==> config.mk <==
export PLATFORM = sky130hd
export DESIGN_NAME = wb_stage
export DESIGN_NICKNAME = d
export VERILOG_FILES = /design/src/rtl/wb_stage.sv
export SDC_FILE = /design/constraint.sdc
export NUM_CORES = 1
export LEC_CHECK = 0
export ABC_CLOCK_PERIOD_IN_PS = 3600
export BUFFER_PORTS_ARGS = -buffer_cell sky130_fd_sc_hd__buf_2
export CAP_MARGIN = 10
export CORE_AREA = 2 2 235 237
export CTS_BUF_LIST = sky130_fd_sc_hd__clkbuf_2 sky130_fd_sc_hd__clkbuf_4 sky130_fd_sc_hd__clkbuf_8
export DETAILED_ROUTE_END_ITERATION = 10
export DIE_AREA = 0 0 237 239
export HOLD_SLACK_MARGIN = 0.06
export PLACE_DENSITY = 0.76
export REMOVE_ABC_BUFFERS = 1
export SLEW_MARGIN = 20
export SYNTH_ARGS = -nofsm -noshare
export SYNTH_HDL_FRONTEND = slang
export SYNTH_SLANG_ARGS = --single-unit
==> constraint.sdc <==
create_clock -name clock -period 3.6 [get_ports clock]
set_input_delay 0.36 -clock clock [delete_from_list [all_inputs] [get_ports clock]]
set_output_delay 0.36 -clock clock [all_outputs]
set_load 0.03 [all_outputs]
==> src/rtl/wb_stage.sv <==
// Write-back stage: one-entry pipeline register, register-file commit,
// machine CSR file, ecall/mret redirect and ebreak halt.
module wb_stage #(
    parameter int unsigned XLEN = 64,
    parameter logic [XLEN-1:0] MSTATUS_RST = 64'h0000000a00001800
) (
    input  logic            clock,
    input  logic            reset,
    input  logic            in_valid,
    output logic            in_ready,
    input  logic [XLEN-1:0] in_pc,
    input  logic [31:0]     in_inst,
    input  logic [XLEN-1:0] in_nextpc,
    input  logic            in_wen,
    input  logic [4:0]      in_waddr,
    input  logic            in_readflag,
    input  logic [XLEN-1:0] in_alures,
    input  logic [XLEN-1:0] in_lsures,
    input  logic            in_csrflag,
    input  logic [2:0]      in_func3,
    input  logic            in_ecall,
    input  logic            in_mret,
    input  logic            in_ebreak,
    input  logic            in_abort,
    input  logic            in_skipref,
    output logic            rf_wen,
    output logic [4:0]      rf_waddr,
    output logic [XLEN-1:0] rf_wdata,
    output logic            redirect_valid,
    output logic [XLEN-1:0] redirect_pc,
    output logic            commit_valid,
    output logic [XLEN-1:0] commit_pc,
    output logic [31:0]     commit_inst,
    output logic [XLEN-1:0] commit_nextpc,
    output logic            commit_skipref,
    output logic            halt
);

    typedef enum logic {RUN, HALT} state_t;

    typedef struct packed {
        logic [XLEN-1:0] pc;
        logic [31:0]     inst;
        logic [XLEN-1:0] nextpc;
        logic            wen;
        logic [4:0]      waddr;
        logic            readflag;
        logic [XLEN-1:0] alures;
        logic [XLEN-1:0] lsures;
        logic            csrflag;
        logic [2:0]      func3;
        logic            ecall;
        logic            mret;
        logic            ebreak;
        logic            abort;
        logic            skipref;
    } entry_t;

    state_t          state, state_next;
    entry_t          entry;
    logic            entry_valid;
    logic [XLEN-1:0] mstatus, mtvec, mepc, mcause;

    logic            live;
    logic            do_ebreak, do_ecall, do_mret, do_csr;
    logic [11:0]     csr_addr;
    logic [XLEN-1:0] csr_old, csr_new;
    logic            csr_we;
    logic [XLEN-1:0] mstatus_trap, mstatus_ret;

    assign live      = entry_valid && !entry.abort;
    assign do_ebreak = live && entry.ebreak;
    assign do_ecall  = live && entry.ecall && !entry.ebreak;
    assign do_mret   = live && entry.mret && !entry.ebreak && !entry.ecall;
    assign do_csr    = live && entry.csrflag && !entry.ebreak
                     && !entry.ecall && !entry.mret;
    assign csr_addr  = entry.inst[31:20];

    always_comb begin
        csr_old = '0;
        unique case (csr_addr)
            12'h300: csr_old = mstatus;
            12'h305: csr_old = mtvec;
            12'h341: csr_old = mepc;
            12'h342: csr_old = mcause;
            default: csr_old = '0;
        endcase
    end

    always_comb begin
        csr_new = csr_old;
        csr_we  = 1'b0;
        unique case (entry.func3[1:0])
            2'b01: begin csr_new = entry.alures;            csr_we = 1'b1; end
            2'b10: begin csr_new = csr_old | entry.alures;  csr_we = 1'b1; end
            2'b11: begin csr_new = csr_old & ~entry.alures; csr_we = 1'b1; end
            default: ;
        endcase
    end

    always_comb begin
        mstatus_trap        = mstatus;
        mstatus_trap[7]     = mstatus[3];
        mstatus_trap[3]     = 1'b0;
        mstatus_trap[12:11] = 2'b11;
        mstatus_ret         = mstatus;
        mstatus_ret[3]      = mstatus[7];
        mstatus_ret[7]      = 1'b1;
    end

    always_comb begin
        state_next = state;
        unique case (state)
            RUN:     if (do_ebreak) state_next = HALT;
            HALT:    state_next = HALT;
            default: state_next = RUN;
        endcase
    end

    assign in_ready       = (state == RUN) && !reset;
    assign halt           = (state == HALT);
    assign commit_valid   = live;
    assign commit_pc      = entry.pc;
    assign commit_inst    = entry.inst;
    assign commit_nextpc  = entry.nextpc;
    assign commit_skipref = entry.skipref;
    assign rf_wen         = live && entry.wen && (entry.waddr != 5'd0)
                          && !entry.ebreak;
    assign rf_waddr       = entry.waddr;
    assign rf_wdata       = entry.csrflag  ? csr_old :
                            entry.readflag ? entry.lsures : entry.alures;
    assign redirect_valid = do_ecall || do_mret;
    assign redirect_pc    = do_ecall ? mtvec : do_mret ? mepc : '0;

    always_ff @(posedge clock) begin
        if (reset) begin
            state       <= RUN;
            entry_valid <= 1'b0;
            entry       <= '0;
            mstatus     <= MSTATUS_RST;
            mtvec       <= '0;
            mepc        <= '0;
            mcause      <= '0;
        end else begin
            state <= state_next;
            if (state == RUN && state_next == RUN) begin
                entry <= '{pc: in_pc, inst: in_inst, nextpc: in_nextpc,
                           wen: in_wen, waddr: in_waddr,
                           readflag: in_readflag, alures: in_alures,
                           lsures: in_lsures, csrflag: in_csrflag,
                           func3: in_func3, ecall: in_ecall,
                           mret: in_mret, ebreak: in_ebreak,
                           abort: in_abort, skipref: in_skipref};
                // Anything accepted alongside a redirect is wrong-path.
                entry_valid <= in_valid && !redirect_valid;
            end else begin
                entry_valid <= 1'b0;
            end
            if (do_csr && csr_we) begin
                unique case (csr_addr)
                    12'h300: mstatus <= csr_new;
                    12'h305: mtvec   <= csr_new;
                    12'h341: mepc    <= csr_new;
                    12'h342: mcause  <= csr_new;
                    default: ;
                endcase
            end
            if (do_ecall) begin
                mepc    <= entry.pc;
                mcause  <= 64'd11;
                mstatus <= mstatus_trap;
            end
            if (do_mret) mstatus <= mstatus_ret;
        end
    end

endmodule

Word-level counts from Yosys, hierarchy flattened
Cells that the tools add are included.
Operators by class
  equality and inequality tests: 7
  mux-type cells: 19
  bitwise operators: 8
  reduce and logical (&&, ||, !) cells: 42
Operators with widths (number)
  $mux W64: 7
  $pmux W64 S4: 1
  $pmux W64 S3: 1
  $and A64 B64 Y64: 1
  $not A64 Y64: 1
  $or A64 B64 Y64: 1
  $eq A12 B10 Y1 const B: 4
  $mux W13: 3
  $logic_and A1 B1 Y1: 18
  $mux W4: 3
  $reduce_and A2 Y1: 5
  $mux W8: 1
  $reduce_bool A2 Y1: 4
  $logic_not A1 Y1: 6
  $reduce_bool A3 Y1: 2
  $not A1 Y1: 5
  $reduce_bool A5 Y1: 1
  $eq A2 B2 Y1 const B: 2
  $reduce_and A4 Y1: 1
  $reduce_or A2 Y1: 2
  $reduce_and A3 Y1: 1
  $reduce_or A3 Y1: 1
  $eq A2 B1 Y1 const B: 1
  $mux W1: 2
  2 further kinds: 2
Word-level totals
  register bits after elaboration: 561
  input bits: 307
  output and inout port bits: 299
  word-level logic and storage cells: 100

Longest topological paths before layout
Gate-level depths: netlist of the first run.
  depth in word-level cells: 10
  mapped depth: 10
  depth with buffers taken out: 6

Worst setup path after synthesis of the first run
Ideal clock, no wire load.
  kind: register to output
  from: reg entry, in the netlist commit_inst[26]
  to: out rf_wdata[54]
  arrival time: 2362 ps
  required time: 3240 ps
  setup slack: 878 ps
  cell stages (with the launch flop): 9
  path buffers: 3
  cell sequence: dfxtp_1 -> buf_4 -> or3b_1 -> buf_2 -> nor2_1 -> clkbuf_1 -> nand4_1 -> o211ai_1 -> a21boi_0
Between the ends
  cells in the longest elaborated chain, start to end: 3
  elaborated cells between the ends (all ways): 6
  those cells by class: eq/ne (4); mux (2)
Ends and longest elaborated chain
  start: declaration: line 60  | entry_t entry;
  start signal: assignment: line 147  | entry <= '{pc: in_pc, inst: in_inst, nextpc: in_nextpc,
  $eq A12 B10 Y1: line 81  | unique case (csr_addr)
  $pmux W64 S4 (*): line 81
  $mux W64 (*): line 130  | assign rf_wdata = entry.csrflag ? csr_old :
  end: declaration: line 28  | output logic [XLEN-1:0] rf_wdata,
Mark *: on every way between the ends. The rest lies on a longest branch, timed or not.

Final worst setup path of the first run
  from: reg entry, in the netlist commit_inst[23]
  to: out rf_wdata[41]
Same word-level chain as after synthesis.

==> flow_summary.json, run 1 <==
{
  "status": "finished clean",
  "timing.slew.headroom_pct": 27.3,
  "stdcell_count": 4184,
  "period_needed_ns": 3.53,
  "die_h_um": 239,
  "cts_max_path_buffers": 3,
  "die_x_um": 237,
  "numCtsBuffers": 92,
  "place_area_um2": 27800,
  "routedWlPerCell_um": 23.1,
  "area_growth_pct": 31.1,
  "place.gp.congestion": 0.869,
  "cp.required_ns": 3.24,
  "synth_area_um2": 25200,
  "seq_area_frac_synth_pct": 44.6,
  "fin_area_um2": 33000,
  "p_sw_w": 0.00445,
  "internal_power_w": 0.0109,
  "peakVddDrop_v": 0.000409,
  "hold_ws_ns": 0.208,
  "yosys_most_used_dff": "dfxtp_1",
  "finalPower_w": 0.0153,
  "numPortBuffers": 604,
  "arrival_ns": 3.17,
  "synth_edf_count": 0,
  "cts_tree": "done",
  "static-leakage-power_nw": 14.0,
  "max_freq_mhz": 283,
  "grt_pass1_wl_um": 144000,
  "die_area_um2": 56600,
  "period_share_pct": 98.0,
  "root_buffer": "clkbuf_8",
  "avgSynthCellArea_um2": 9.17,
  "async_reset_ff_share_pct": 0,
  "powerDensity_nw_per_um2": 465,
  "combPwrFrac_pct": 15.3,
  "p_sw_share_pct": 29.0,
  "grt_pass1_vias": 24936,
  "start_kind": "flop",
  "vias": 25324,
  "pwr-share-clk_pct": 40.8,
  "slew_violations": 0,
  "synth_cell_types": 60,
  "path_clk_slew_ns": 0.06,
  "post_drt_via_cell_ratio": 6.05,
  "end_kind": "output pin",
  "synth_cells": 2745,
  "dp.cells": 3705,
  "antenna_left": 0,
  "power_frac_seq_pct": 43.8,
  "setup_viol": 0,
  "critical_path_class": "reg -> out",
  "clock_sinks": 561,
  "drive_above_1_share_pct": 25.8,
  "finClkSkew_ns": 0.0469,
  "nets": 3708,
  "grtUsageTotal_pct": 32.5,
  "grt_max_degree": 138,
  "drt_wl_total_um": 96700,
  "holdCritPathClass": "in -> reg",
  "critPathMaxFanout": 28,
  "ys_warn_count": 0,
  "htreeDepth": 3,
  "worstSkewPairLatency_ns": 0.72,
  "synth_top_area_cell": "dfxtp_1",
  "tightestPinTransition_ns": 1.09,
  "maxCapViolCount": 0,
  "core-area_um2": 54300,
  "post-dp-hpwl_um": 56100,
  "antenna_found_initial": 7,
  "synth_area_leaders": "dfxtp_1, a22o_1, buf_4, o21ai_0, mux2i_1",
  "ios": 606,
  "netlist.area_leader.share_pct": 44.6,
  "num_rows": 86,
  "grt.overflow.total": 0,
  "synth-seq-cells": 561,
  "drc": 0,
  "drtIter0Drc": 2424,
  "first_pass_iters": 6,
  "hold_viol": 0,
  "start_util_pct": 46.3
}
registers in the layout, summed over array words and instances, names as in the netlist, 5 cells and up:
register       cells
mstatus           64
mtvec             64
rf_waddr           5
commit_inst       32
mepc              64
mcause            64
entry            137
commit_pc         64
commit_nextpc     64
power groups by stage:
stage / clock, W / combinational (W) / sequential (W)
6_report: 0.00626 / 0.00235 / 0.00673
5_1_grt: 0.00660 / 0.00245 / 0.00675
4_1_cts: 0.00630 / 0.00227 / 0.00671
3_5_place_dp: 0 / 0.00200 / 0.00684
3_3_place_gp: 0 / 0.00198 / 0.00684
2_1_floorplan: 0 / 0.000965 / 0.00708
area by class of cell:
type                       count  area, um2
multi-input combinational   1747      11800
antenna                        7       17.5
clock buffer                 146       1820
tap                          704        881
inverter                       5       18.8
sequential                   561      11200
clock inverter                20        250
fill                        4394      21400
timing repair buffer         994       6980
logic make-up after synthesis:
kind of cell,Yosys count,share of synthesized area [%]
compound gates,1090,30.8
xor+xnor,5,0.174
buf+inv,437,9.23
flops,561,44.6
mux,116,4.62
simple gates,536,10.6
synthesized netlist by cell type (61+ instances only):
cell,instances
nand2_1,247
mux2i_1,115
nand2b_1,68
o21ai_0,241
a21oi_1,82
buf_4,171
nor3_1,65
dfxtp_1,561
a211oi_1,77
clkbuf_1,204
a22oi_1,61
a21boi_0,66
a22o_1,426
path summary, 6_finish.rpt:
kind,start,end,slack (ns),depth (start not counted)
worst max-delay path,commit_inst[23],rf_wdata[41],0.07,9
worst min-delay path,reset,mepc[3],0.21,3
worst max register to register,entry[2],mcause[57],0.51,8
worst min register to register,mstatus[61],mstatus[61],0.45,2
per-stage QoR:
stage          setup slack (ns)  setup TNS (ns)  util, %
2_1_floorplan             -8.85        -3676.19        -
3_3_place_gp              0.597               0     51.2
3_5_place_dp              0.569               0     51.2
4_1_cts                  0.0128               0     60.6
5_1_grt               -0.000662       -0.000662     60.7
6_report                 0.0716               0     60.7
cell usage in the layout, fill, tap and decap left out, types with 66 or more instances in the layout:
cell type and instances:
a21boi_0 66, nand2_1 245, a22o_1 426, dfxtp_1 557
a211oi_1 77, o21ai_0 241, a21oi_1 81, buf_2 604
clkbuf_8 116, mux2i_1 115, dlygate4sd3_1 304
repair_timing:
| action | in CTS | in global routing |
|---|---|---|
| hold buffers | 304 | 0 |
| endpoints found under the setup margin | 37 | 28 |
| gates cloned | 0 | 1 |
| pin swaps | 0 | 1 |
| hold endpoints to repair | 304 | 0 |
| resized for setup | 2 | 1 |
| buffers inserted | 0 | 1 |
per-layer routing:
| layer | part of all wire [%] | track usage, % | vias up |
|---|---|---|---|
| li1 | - | - | 11411 |
| met1 | 38 | 38.3 | 12102 |
| met2 | 48 | 54.7 | 1507 |
| met5 | 0 | 0 | - |
| met4 | 5.3 | 19.9 | 0 |
| met3 | 8.8 | 6.34 | 304 |
critical path: stages, from the launching register on:
cell and delay, ns:
dfxtp_1 0.35, buf_4 0.17, or3_1 0.48, nor2_4 0.17, buf_6 0.31, a22oi_1 0.13
o21ai_0 0.37, nand2_1 0.10, o21ai_0 0.12, buf_2 0.23
Note: power is estimated with default switching activity, not from simulation.
==> inputs of run 2 (changes only) <==
==> constraint.sdc (replaced) <==
create_clock -name clock -period 3.6 [get_ports clock]
set_input_delay 0.72 -clock clock [delete_from_list [all_inputs] [get_ports clock]]
set_output_delay 0.72 -clock clock [all_outputs]
set_load 0.03 [all_outputs]
==> flow_summary.json, run 2 (synthesis gave the netlist of run 1 again) <==
{
  "cts_max_path_buffers": 3,
  "numCtsBuffers": 93,
  "num_rows": 86,
  "grt.overflow.total": 0,
  "grt_max_degree": 138,
  "antenna_found_initial": 6,
  "drc": 0,
  "cp.required_ns": 2.88,
  "htreeDepth": 3,
  "timing.slew.headroom_pct": 39.1,
  "fillers": 4730,
  "drt_wl_total_um": 92100,
  "path_clk_slew_ns": 0.06,
  "arrival_ns": 2.87,
  "grt_pass1_vias": 22645,
  "finClkSkew_ns": 0.0313,
  "largest_reg_flops": 137,
  "powerDensity_nw_per_um2": 487,
  "hold_viol": 0,
  "maxCapViolCount": 0,
  "period_share_pct": 99.8,
  "grt_pass1_wl_um": 135000,
  "static-leakage-power_nw": 13.2,
  "numPortBuffers": 604,
  "grtUsageTotal_pct": 30.5,
  "nets": 3451,
  "critPathMaxFanout": 11,
  "final_common_cell": "dfxtp_1",
  "final_core_utilization_pct": 57.5,
  "final_cell_mix": "dfxtp_1, buf_2, a22o_1",
  "die_x_um": 237,
  "slew_violations": 0,
  "vias": 23973,
  "clock_sinks": 561,
  "tightestPinTransition_ns": 0.914,
  "die_area_um2": 56600,
  "grt_setup_unrepaired": "true",
  "finalSetupTns_ns": 0,
  "start_kind": "flop",
  "area_growth_pct": 24.1,
  "drtIter0Drc": 2437,
  "first_pass_iters": 6,
  "ios": 606,
  "post_drt_via_cell_ratio": 6.10,
  "core-area_um2": 54300,
  "post-dp-hpwl_um": 56900,
  "max_freq_mhz": 278,
  "stdcell_count": 3927,
  "place.gp.congestion": 0.868,
  "cts_tree": "done",
  "fin_ws_ns": 0.00668,
  "worstSkewPairLatency_ns": 0.70,
  "routedWlPerCell_um": 23.5,
  "antenna_left": 0,
  "holdCritPathClass": "in -> reg",
  "peakVddDrop_v": 0.000348,
  "critical_path_class": "reg -> out",
  "start_util_pct": 46.3,
  "status": "finished clean",
  "period_needed_ns": 3.59,
  "top_register": "entry",
  "drive_above_1_share_pct": 31.0,
  "dp.cells": 3702,
  "end_kind": "output pin",
  "die_h_um": 239,
  "hold_buffers": 0,
  "root_buffer": "clkbuf_8",
  "finalPower_w": 0.0152,
  "preCtsSetupSlack_ns": 0.341,
  "setup_viol": 0
}
## run 2: changes by cell type in the layout (fill, tap and decap cells not counted), sizes merged
cell	change
buf	+41
bufinv	-1
clkbuf	+10
clkinv	+2
clkinvlp	-1
diode	-4
dlygate4sd3	-304
## run 2: metal layers
metal,track usage (%),wire (um),vias up
met3,5.98,8290,267
met4,16.1,3960,0
met1,38.1,36500,11440
li1,-,-,10898
met2,50.0,43400,1368
met5,0,0,-
## run 2: where the power goes
group / internal [W] / leakage (nW) / switching (W) / total, W
Combinational: 0.000825 / 7.44 / 0.00142 / 0.00224
Sequential: 0.00647 / 4.60 / 0.000243 / 0.00671
Clock: 0.00352 / 1.12 / 0.00272 / 0.00624
Total: 0.0108 / 13.2 / 0.00438 / 0.0152
## run 2: per-stage QoR
stage | hold slack (ns) | instance area [um2]
after floorplan | 0.425 | 22900
after global placement | 0.433 | 27900
after detailed placement | 0.442 | 27900
after CTS | 0.172 | 30600
after global routing | 0.199 | 31200
final | 0.227 | 31200
## run 2: final timing paths
check	end	slack [ns]	startpoint	cells past startpoint
hold / removal	rf_waddr[2]	0.23	in_waddr[2]	2
setup / recovery	rf_wdata[54]	0.007	commit_inst[24]	9
hold reg to reg	mstatus[36]	0.45	mstatus[36]	2
setup reg to reg	mstatus[27]	0.55	commit_inst[21]	6
## run 2: area by class of cell
| cell class | instances | area, um2 | share of cell area, % |
|---|---|---|---|
| multi-input combinational | 1747 | 12000 | 38.4 |
| timing repair buffer | 736 | 4980 | 15.9 |
| sequential | 561 | 11300 | 36.1 |
| antenna | 3 | 7.51 | 0.0240 |
| clock buffer | 151 | 1860 | 5.95 |
| tap | 704 | 881 | 2.82 |
| inverter | 5 | 18.8 | 0.0601 |
| clock inverter | 20 | 231 | 0.741 |
## run 2: worst max-delay path, stage by stage (launching register included)
cell and delay (ns):
dfxtp_4 0.36, or3_4 0.44, buf_4 0.17, nor2_4 0.10
buf_12 0.16, buf_12 0.16, a22oi_1 0.10, o211ai_1 0.29
a21boi_2 0.24, buf_6 0.15
## run 2: timing repair
action                                  CTS  global route
endpoints found under the setup margin   60            56
gates resized for setup                 118           116
buffers inserted                         14            24
gates cloned                              6             7
pin swaps                                 8            53
